## config.mk

```make
export PLATFORM = sky130hd
export DESIGN_NAME = uart_tx_arbiter_flat
export DESIGN_NICKNAME = d
export VERILOG_FILES = /design/src/rtl/uart_tx_arbiter_if.sv /design/src/rtl/uart_tx_arbiter.sv /design/src/flat_wrapper.sv
export SDC_FILE = /design/constraint.sdc
export NUM_CORES = 1
export LEC_CHECK = 0
export ABC_AREA = 1
export CAP_MARGIN = 5
export CORE_ASPECT_RATIO = 0.7
export CORE_MARGIN = 10
export CORE_UTILIZATION = 53
export CTS_BUF_LIST = sky130_fd_sc_hd__clkbuf_16
export DETAILED_ROUTE_END_ITERATION = 6
export PLACE_DENSITY = 0.77
export SYNTH_ARGS = -nofsm -noshare
export SYNTH_HDL_FRONTEND = slang
export SYNTH_HIERARCHICAL = 1
export SYNTH_SLANG_ARGS = --single-unit
```

## constraint.sdc

```tcl
create_clock -name clk_50 -period 3 [get_ports clk_50]
set_input_delay 0.6 -clock clk_50 [delete_from_list [all_inputs] [get_ports clk_50]]
set_output_delay 0.6 -clock clk_50 [all_outputs]
set_load 0.02 [all_outputs]
```

## src/rtl/uart_tx_arbiter_if.sv

```systemverilog
// Requester-side byte-stream bundle for uart_tx_arbiter.
// Byte i of req_data sits in req_data[i] (bits [8i+7:8i]).
interface uart_tx_arbiter_if #(
  parameter int N = 2
) ();
  logic [N-1:0]      req_valid;
  logic [N-1:0]      req_last;
  logic [N-1:0][7:0] req_data;
  logic [N-1:0]      req_ready;

  modport master (output req_valid, output req_last, output req_data, input  req_ready);
  modport slave  (input  req_valid, input  req_last, input  req_data, output req_ready);
endinterface

```

## src/rtl/uart_tx_arbiter.sv

```systemverilog
// Round-robin, packet-locked sharing of one rs232tx between N requesters.
// One byte in flight at a time: IDLE -> SEND -> GAP -> DRAIN -> IDLE.
module uart_tx_arb_lane #(
  parameter int            OW  = 1,
  parameter logic [OW-1:0] IDX = '0
) (
  input  logic          grant_en,
  input  logic [OW-1:0] cand,
  input  logic          valid,
  input  logic          last,
  input  logic [7:0]    data,
  output logic          ready,
  output logic          acc,
  output logic          take_last,
  output logic [7:0]    take_data
);
  assign ready     = grant_en && (cand == IDX);
  assign acc       = ready && valid;
  assign take_last = acc && last;
  assign take_data = acc ? data : 8'h00;
endmodule

module uart_tx_arbiter #(
  parameter int N       = 2,
  parameter int TIMEOUT = 50_000_000,
  localparam int OW     = (N > 1) ? $clog2(N) : 1
) (
  input  logic          clk_50,
  input  logic          rst,
  uart_tx_arbiter_if.slave req,
  output logic [7:0]    tx_d,
  output logic          tx_we,
  input  logic          tx_busy,
  output logic [OW-1:0] owner,
  output logic          locked,
  output logic          timeout
);
  localparam int CW = (TIMEOUT > 1) ? $clog2(TIMEOUT) : 1;
  localparam logic [CW-1:0] TO_LAST = (TIMEOUT > 0) ? CW'(TIMEOUT - 1) : '0;

  typedef enum logic [1:0] {IDLE, SEND, GAP, DRAIN} state_t;

  state_t            state;
  logic [OW-1:0]     rr_ptr;
  logic [CW-1:0]     to_cnt;
  logic [OW-1:0]     cand;
  logic              cand_ok;
  logic              grant_en;
  logic [N-1:0]      ready_v;
  logic [N-1:0]      acc_v;
  logic [N-1:0]      last_v;
  logic [N-1:0][7:0] data_v;
  logic [7:0]        acc_data;
  logic              acc_last;
  logic              accept;
  logic              to_run;

  function automatic logic [OW-1:0] next_idx(input logic [OW-1:0] g);
    return (int'(g) == N - 1) ? '0 : g + 1'b1;
  endfunction

  // A locked owner keeps the grant even with valid low, so the timeout race
  // resolves in the owner's favour.
  always_comb begin
    int best_d;
    int d;
    best_d  = N;
    d       = 0;
    cand    = owner;
    cand_ok = locked;
    if (!locked) begin
      for (int i = 0; i < N; i++) begin
        d = (i + N - int'(rr_ptr)) % N;
        if (req.req_valid[i] && d < best_d) begin
          best_d  = d;
          cand    = OW'(i);
          cand_ok = 1'b1;
        end
      end
    end
  end

  assign grant_en = (state == IDLE) && !tx_busy && cand_ok && !rst;

  for (genvar i = 0; i < N; i++) begin : g_lane
    uart_tx_arb_lane #(.OW(OW), .IDX(OW'(i))) u_lane (
      .grant_en  (grant_en),
      .cand      (cand),
      .valid     (req.req_valid[i]),
      .last      (req.req_last[i]),
      .data      (req.req_data[i]),
      .ready     (ready_v[i]),
      .acc       (acc_v[i]),
      .take_last (last_v[i]),
      .take_data (data_v[i])
    );
  end

  assign req.req_ready = ready_v;
  assign accept        = |acc_v;
  assign to_run        = (state == IDLE) && locked && !req.req_valid[owner];

  always_comb begin
    acc_data = 8'h00;
    acc_last = 1'b0;
    for (int i = 0; i < N; i++) begin
      acc_data = acc_data | data_v[i];
      acc_last = acc_last | last_v[i];
    end
  end

  always_ff @(posedge clk_50) begin
    if (rst) begin
      state   <= IDLE;
      tx_d    <= 8'h00;
      tx_we   <= 1'b0;
      owner   <= '0;
      locked  <= 1'b0;
      timeout <= 1'b0;
      rr_ptr  <= '0;
      to_cnt  <= '0;
    end else begin
      tx_we   <= 1'b0;
      timeout <= 1'b0;
      case (state)
        IDLE: if (accept) begin
          tx_d   <= acc_data;
          tx_we  <= 1'b1;
          owner  <= cand;
          state  <= SEND;
          locked <= !acc_last;
          if (acc_last) rr_ptr <= next_idx(cand);
        end
        SEND:    state <= GAP;
        // rs232tx raises busy a cycle late, so GAP never looks at it.
        GAP:     state <= DRAIN;
        DRAIN:   if (!tx_busy) state <= IDLE;
        default: state <= IDLE;
      endcase

      if (accept || !locked) begin
        to_cnt <= '0;
      end else if (to_run && TIMEOUT != 0) begin
        if (to_cnt == TO_LAST) begin
          locked  <= 1'b0;
          rr_ptr  <= next_idx(owner);
          timeout <= 1'b1;
          to_cnt  <= '0;
        end else begin
          to_cnt <= to_cnt + 1'b1;
        end
      end
    end
  end
endmodule

```

## src/flat_wrapper.sv

```systemverilog
// flat-port wrapper written by rule: the top's interface ports become plain ports
module uart_tx_arbiter_flat 
#(
  parameter int N       = 2,
  parameter int TIMEOUT = 50_000_000,
  localparam int OW     = (N > 1) ? $clog2(N) : 1
)
  (clk_50, rst, tx_d, tx_we, tx_busy, owner, locked, timeout, req_req_valid, req_req_last, req_req_data, req_req_ready);
  uart_tx_arbiter_if #(.N(N)) req_i ();
  input  logic clk_50;
  input  logic rst;
  output logic [7:0] tx_d;
  output logic tx_we;
  input  logic tx_busy;
  output logic [OW-1:0] owner;
  output logic locked;
  output logic timeout;
  input wire logic [$bits(req_i.req_valid)-1:0] req_req_valid;
  input wire logic [$bits(req_i.req_last)-1:0] req_req_last;
  input wire logic [$bits(req_i.req_data)-1:0] req_req_data;
  output wire logic [$bits(req_i.req_ready)-1:0] req_req_ready;
  assign req_i.req_valid = req_req_valid;
  assign req_i.req_last = req_req_last;
  assign req_i.req_data = req_req_data;
  assign req_req_ready = req_i.req_ready;
  uart_tx_arbiter #(.N(N), .TIMEOUT(TIMEOUT)) u_core (.clk_50(clk_50), .rst(rst), .req(req_i), .tx_d(tx_d), .tx_we(tx_we), .tx_busy(tx_busy), .owner(owner), .locked(locked), .timeout(timeout));
endmodule
```

======== Yosys cells after proc, flatten, opt, wreduce, memory -nomap -nowiden ========
Cells that the tools add are included.
word-level totals
  output and inout port bits .............. 14
  input bits .............................. 23
  register bits ........................... 41
operators by class
  reductions and logical operators ........ 26
  equal/unequal tests ..................... 6
  bitwise operators ....................... 7
  $add $sub $neg .......................... 5
  $lt $le $gt $ge ......................... 3
  mux-type cells .......................... 31
operators by type and width
  cell                                                                   count
  32-bit two-way mux                                                     2
  2-bit by 32-bit < comparator with 1-bit output                         1
  26-bit by 1-bit adder with 26-bit output, second input constant        1
  26-bit equality test, second input constant                            1
  26-bit two-way mux                                                     1
  1-bit two-way mux                                                      23
  8-bit two-way mux                                                      2
  1-bit logical AND                                                      13
  8-bit OR                                                               1
  2-bit case mux with 4 select lines                                     1
  2-bit OR reduction                                                     3
  2-bit by 1-bit subtractor with 3-bit output, first input constant      2
  1-bit zero test                                                        5
  2-bit equality test, second input constant                             2
  2-bit two-way mux                                                      2
  2-bit AND reduction                                                    2
  2-bit by 3-bit < comparator with 1-bit output, second input constant   1
  1-bit NOT                                                              3
  3-bit OR reduction                                                     1
  1-bit adder, second input constant                                     2
  1-bit bitwise AND                                                      2
  2-bit by 1-bit equality test with 1-bit output, second input constant  1
  2-bit zero test                                                        1
  1-bit by 2-bit < comparator with 1-bit output, second input constant   1
  other kinds (4)                                                        4

======== Logic depth before layout (Yosys ltp) ========
Gate-level depths: netlist of the first run.
  word-level depth ........................ 22
  mapped depth ............................ 16

======== Cells and area by module ========
The synthesis of the first run kept the hierarchy.
by module, submodules not included
  module                                      sequential area each (um^2)  instances  area each (um^2)  cells an instance
  uart_tx_arbiter                             820.8                        1          2159.6            319
  uart_tx_arb_lane (u_core.g_lane[0].u_lane)  0.0                          1          100.1             23
  uart_tx_arb_lane (u_core.g_lane[1].u_lane)  0.0                          1          96.3              22

======== Worst setup path before layout of the first run ========
Ideal clock, no wire load.
  path kind ............................... register -> register
  from .................................... register u_core.state[0]
  to ...................................... register u_core.owner
  path buffers ............................ 2
  arrival ................................. 2.445 ns
  setup slack ............................. 0.470 ns
  stages on the path, launching flop included .. 13
  required time ........................... 2.914 ns
  cells stage by stage .................... dfxtp_1 > inv_1 > ha_1 > inv_1 > nor4_1 > nand3_4 > inv_1 > nor2_1 > nor2_1 > clkbuf_2 > inv_1 > buf_6 > a211oi_1
on the way
  longest elaborated chain between the ends .. 8
  elaborated cells on any way between the ends .. 10
  those cells by class .................... reduce/logical (10)
RTL lines
  what                                  line                    RTL
  from (decl)                           uart_tx_arbiter.sv:43   state_t state;
  from (signal assigned)                uart_tx_arbiter.sv:114  state <= IDLE;
  from (signal assigned)                uart_tx_arbiter.sv:130  state <= SEND;
  from (signal assigned)                uart_tx_arbiter.sv:134  SEND: state <= GAP;
  2-bit zero test                       uart_tx_arbiter.sv:83   assign grant_en = (state == IDLE) && !tx_busy && cand_ok && !rst;
  1-bit logical AND (3 in series)       uart_tx_arbiter.sv:83
  named net u_core.grant_en             uart_tx_arbiter.sv:48   logic grant_en;
  1-bit logical AND                     uart_tx_arbiter.sv:17   assign ready = grant_en && (cand == IDX);
  1-bit logical AND                     uart_tx_arbiter.sv:18   assign acc = ready && valid;
  named net u_core.acc_v[1]             uart_tx_arbiter.sv:50   logic [N-1:0] acc_v;
  2-bit OR reduction                    uart_tx_arbiter.sv:100  assign accept = |acc_v;
  2-bit AND reduction (no source line)  n/a
  to (signal assigned)                  uart_tx_arbiter.sv:129  owner <= cand;
  to (decl)                             uart_tx_arbiter.sv:34   output logic [OW-1:0] owner,
The timed path passes the listed nets, and every way through them passes these cells.
A chain may end at the register's enable or synchronous reset.

======== Worst setup path in the final report of the first run ========
  from .................................... input req_req_valid[1]
  to ...................................... output req_req_ready[1]
on the way
  longest elaborated chain between the ends .. 6
  elaborated cells on any way between the ends .. 8
  those cells by class .................... mux (4); reduce/logical (4)
RTL lines
  what                             line                   RTL
  from (decl)                      flat_wrapper.sv:18     input wire logic [$bits(req_i.req_valid)-1:0] req_req_valid;
  1-bit logical AND                uart_tx_arbiter.sv:74  if (req.req_valid[i] && d < best_d) begin
  1-bit two-way mux                uart_tx_arbiter.sv:74
  1-bit two-way mux                uart_tx_arbiter.sv:71  if (!locked) begin
  1-bit logical AND (2 in series)  uart_tx_arbiter.sv:83
  named net u_core.grant_en        uart_tx_arbiter.sv:48
  1-bit logical AND                uart_tx_arbiter.sv:17
  to (decl)                        flat_wrapper.sv:21     output wire logic [$bits(req_i.req_ready)-1:0] req_req_ready;
The timed path passes the listed nets, and every way through them passes these cells.

==> reports/qor.yml, run 1 <==
result_of_the_run: "finished, final reports clean"
num_vias: 2350
post_synth_inst_count: 364
placed_cells: 459
maxClockFrequency_mhz: 349
synthesis.area_per_instance_um2: 6.47
die_w_um: 99.7
port_bufs: 36
setup_viols_final: 0
yosysSeqAreaShare_pct: 34.8
power_switching_mw: 0.319
critPathArrivalTime_ps: 2270
layout.nets: 438
clkLatencyLatePin_ps: 280
min_path_type: "reg2reg"
number_of_ports_placed_on_the_die_boundary: 37
globalRouteOverflowTotal: 0
area_of_the_placeable_core_um2: 4300
worst-setup-path-type: "in2out"
critical_path_peak_fanout: 5
count_of_state_elements_after_synthesis: 41
combPwrFrac_pct: 15.3
final-instance-count-excl-fill: 467
wl_per_cell_um: 12.5
start_util_pct: 54.7
p_int_mw: 0.941
share_of_the_clock_period_used_by_the_worst_path_pct: 95.6
leakage_nw: 1.21
timing.final.max_slew_violations: 0
worst_skew_ps: 6.52
post_synth_instance_area_um2: 2360
clock_tree_from_tritoncts: "done"
synth_nets: 391
fillCellCount: 370
antenna_found_initial: 0
cellPowerDensity_nw_per_um2: 426
grt_first_pass_wirelength_mm: 9.98
area.growth.synth_to_final_pct: 25.6
yosys_warnings: 6
routabilityCongestion: 0.871
grt_setup_unrepaired: "no"
grt_use_total_pct: 16.0
drv_cap: 0
antennaDiodeCount: 0
power_switching_share_pct: 25.3
crit_path_cell_trace: "clkdlybuf4s50_1 -> nor3_1 -> nor4_2 -> nand2_1 -> inv_1 -> clkdlybuf4s50_1"
fin_worst_hold_slack_ps: 460
cts_setup_buffers: 0
critical_path.most_common_cell: "clkdlybuf4s50_1"
totalPowerFinal_mw: 1.26
timing_worst_slew_pin_value_ps: 455
final_layout_size_suffix_gt1_share_pct: 8.98
critical-path-max-stage-delay_ps: 590
cp_top_family: "buffers and inverters"
remaining_drc_errors: 0
worstPathBufferInverterCount: 3
rows: 20
grt_max_degree: 15
layout.cells.most_common: "nor2_1"
sequentialPowerShare_pct: 45.2
die_area_um2: 7550
place_hpwl_mm: 4.43
number_of_global_route_vias_before_repair: 2192
final-hold-violation-count: 0
most-common-layout-cells: "nor2_1, nand2_1, inv_1, dfxtp_1, clkdlybuf4s50_1"
die_y_um: 75.8
numClockSinks: 41
worst_path_max_delay_cell: "clkdlybuf4s50_1"
max_slew_margin_pct: 69.4
postRouteWirelength_mm: 5.82
h-tree-depth: 2
initialDrtViolationCount: 220
max_ir_drop_vdd_uv: 370
fin_crit_ps: 2870
worst_ep_required_time_ps: 2400
clock_tree.root_cell: "clkbuf_16"
cts_buffer_count: 5
antenna_left: 0
clock_power_share_pct: 39.5
detail_routed_via_count_per_cell: 5.03
count_of_hold_buffers_inserted_by_post_cts_repair: 0
setup.worst_path.end_class: "primary output"
cts.reportedPaths.clkPinSlew_ps: 60
critPathLaunchType: "input pin"
synth.distinct_cells: 28
firstDrtPassIters: 4
cts.path.max_buffers: 2
-- power groups by stage --
stage          Clock [mW]  Sequential [mW]  Combinational [mW]
2_1_floorplan           0            0.584               0.112
3_3_place_gp            0            0.581               0.187
3_5_place_dp            0            0.582               0.190
4_1_cts             0.508            0.570               0.193
5_1_grt             0.530            0.571               0.218
6_report            0.498            0.570               0.193
-- synth_stat cells (all sizes together) --
cell	count	area share, %
inv	60	9.6
nor3	11	2.3
xnor2	1	0.37
nand3	20	5.8
buf	2	0.96
a31oi	1	0.27
dfxtp	41	35
a21oi	20	4.6
nor4	1	0.27
clkbuf	2	0.37
or2	1	0.27
a211oi	2	0.64
ha	4	2.1
nand4	8	2.1
clkinv	1	0.21
xor2	7	2.6
nor2	88	16
o21ai	17	3.6
o211ai	1	0.32
nand2	76	13
-- metrics by stage --
stage / instance area (µm²) / util (%) / setup WS (ps) / TNS [ps]
final: 2960 / 68.8 / 132 / 0
after global routing: 2960 / 68.8 / 28.2 / 0
after CTS: 2960 / 68.7 / 106 / 0
after detailed placement: 2810 / 65.4 / -52.7 / -75.7
after global placement: 2810 / 65.4 / 84.6 / 0
after floorplan: 2360 / - / 470 / 0
-- cell type report --
| type | instances | area [µm²] | share of cell area [%] |
|---|---|---|---|
| timing repair buffer | 44 | 423 | 14.3 |
| inverter | 61 | 230 | 7.78 |
| sequential | 41 | 821 | 27.7 |
| tap | 55 | 68.8 | 2.33 |
| clock buffer | 5 | 125 | 4.23 |
| multi-input combinational | 258 | 1280 | 43.3 |
| clock inverter | 3 | 11.3 | 0.381 |
-- logic make-up (layout without fill, tap and decap cells) --
logic type               after synthesis  in the layout  synth area share [%]
flip-flops                            41             41                  34.8
AO/OA/AOI/OAI                         41             41                  9.40
adder cells (fa/ha/maj)                4              4                  2.12
AND/OR/NAND/NOR                      205            205                  39.6
XOR/XNOR                               8              8                  2.97
buffers and inverters                 65            113                  11.1
-- sequential cells by signal, summed over array words and instances (netlist names) --
| signal | flops |
|---|---|
| u_core/to_cnt | 26 |
| u_core/tx_d | 8 |
| u_core/state | 2 |
| u_core/locked | 1 |
| u_core/owner | 1 |
| u_core/rr_ptr | 1 |
| u_core/timeout | 1 |
| u_core/tx_we | 1 |
-- path summary, 6_finish.rpt --
path                                  to  cells past startpoint  slack [ps]                    startpoint
min          u_core/tx_d[0]$_SDFFE_PP0P_                      2         460   u_core/tx_d[0]$_SDFFE_PP0P_
min reg2reg  u_core/tx_d[0]$_SDFFE_PP0P_                      2         460   u_core/tx_d[0]$_SDFFE_PP0P_
max reg2reg    u_core/owner$_SDFFE_PP0P_                     12         610  u_core/state[0]$_SDFFE_PP0P_
max                     req_req_ready[1]                      6         130              req_req_valid[1]
-- worst register-to-register path, cell delays in order, from the launching register on --
cell and delay [ps]:
dfxtp_1 310, inv_1 90, ha_1 230, inv_1 90, nor4_2 390, buf_4 210
nand3_4 130, inv_1 80, nor2_1 60, nor2_1 110, buf_4 170, inv_1 160
a211oi_1 270
-- repair_timing --
action                     CTS  global route
pin swaps                    0             0
setup endpoints to repair    2             1
resized for setup            1             1
hold endpoints to repair     0             0
-- metal layers --
| layer | track usage (%) | up-vias | part of all wire, % |
|---|---|---|---|
| li1 | - | 1229 | - |
| met1 | 20.3 | 1064 | 48 |
| met2 | 26.4 | 52 | 46 |
| met3 | 3.89 | 5 | 5.4 |
| met4 | 4.28 | 0 | 0.72 |
| met5 | 0 | - | 0 |
No activity file was read; power rests on OpenSTA's default activity.
==> run 2, diff against run 1 <==
- HOLD_SLACK_MARGIN: not set -> 0.06
==> results of run 2 <==
Same layout as run 1: the final DEF is identical, and so are final timing and power.
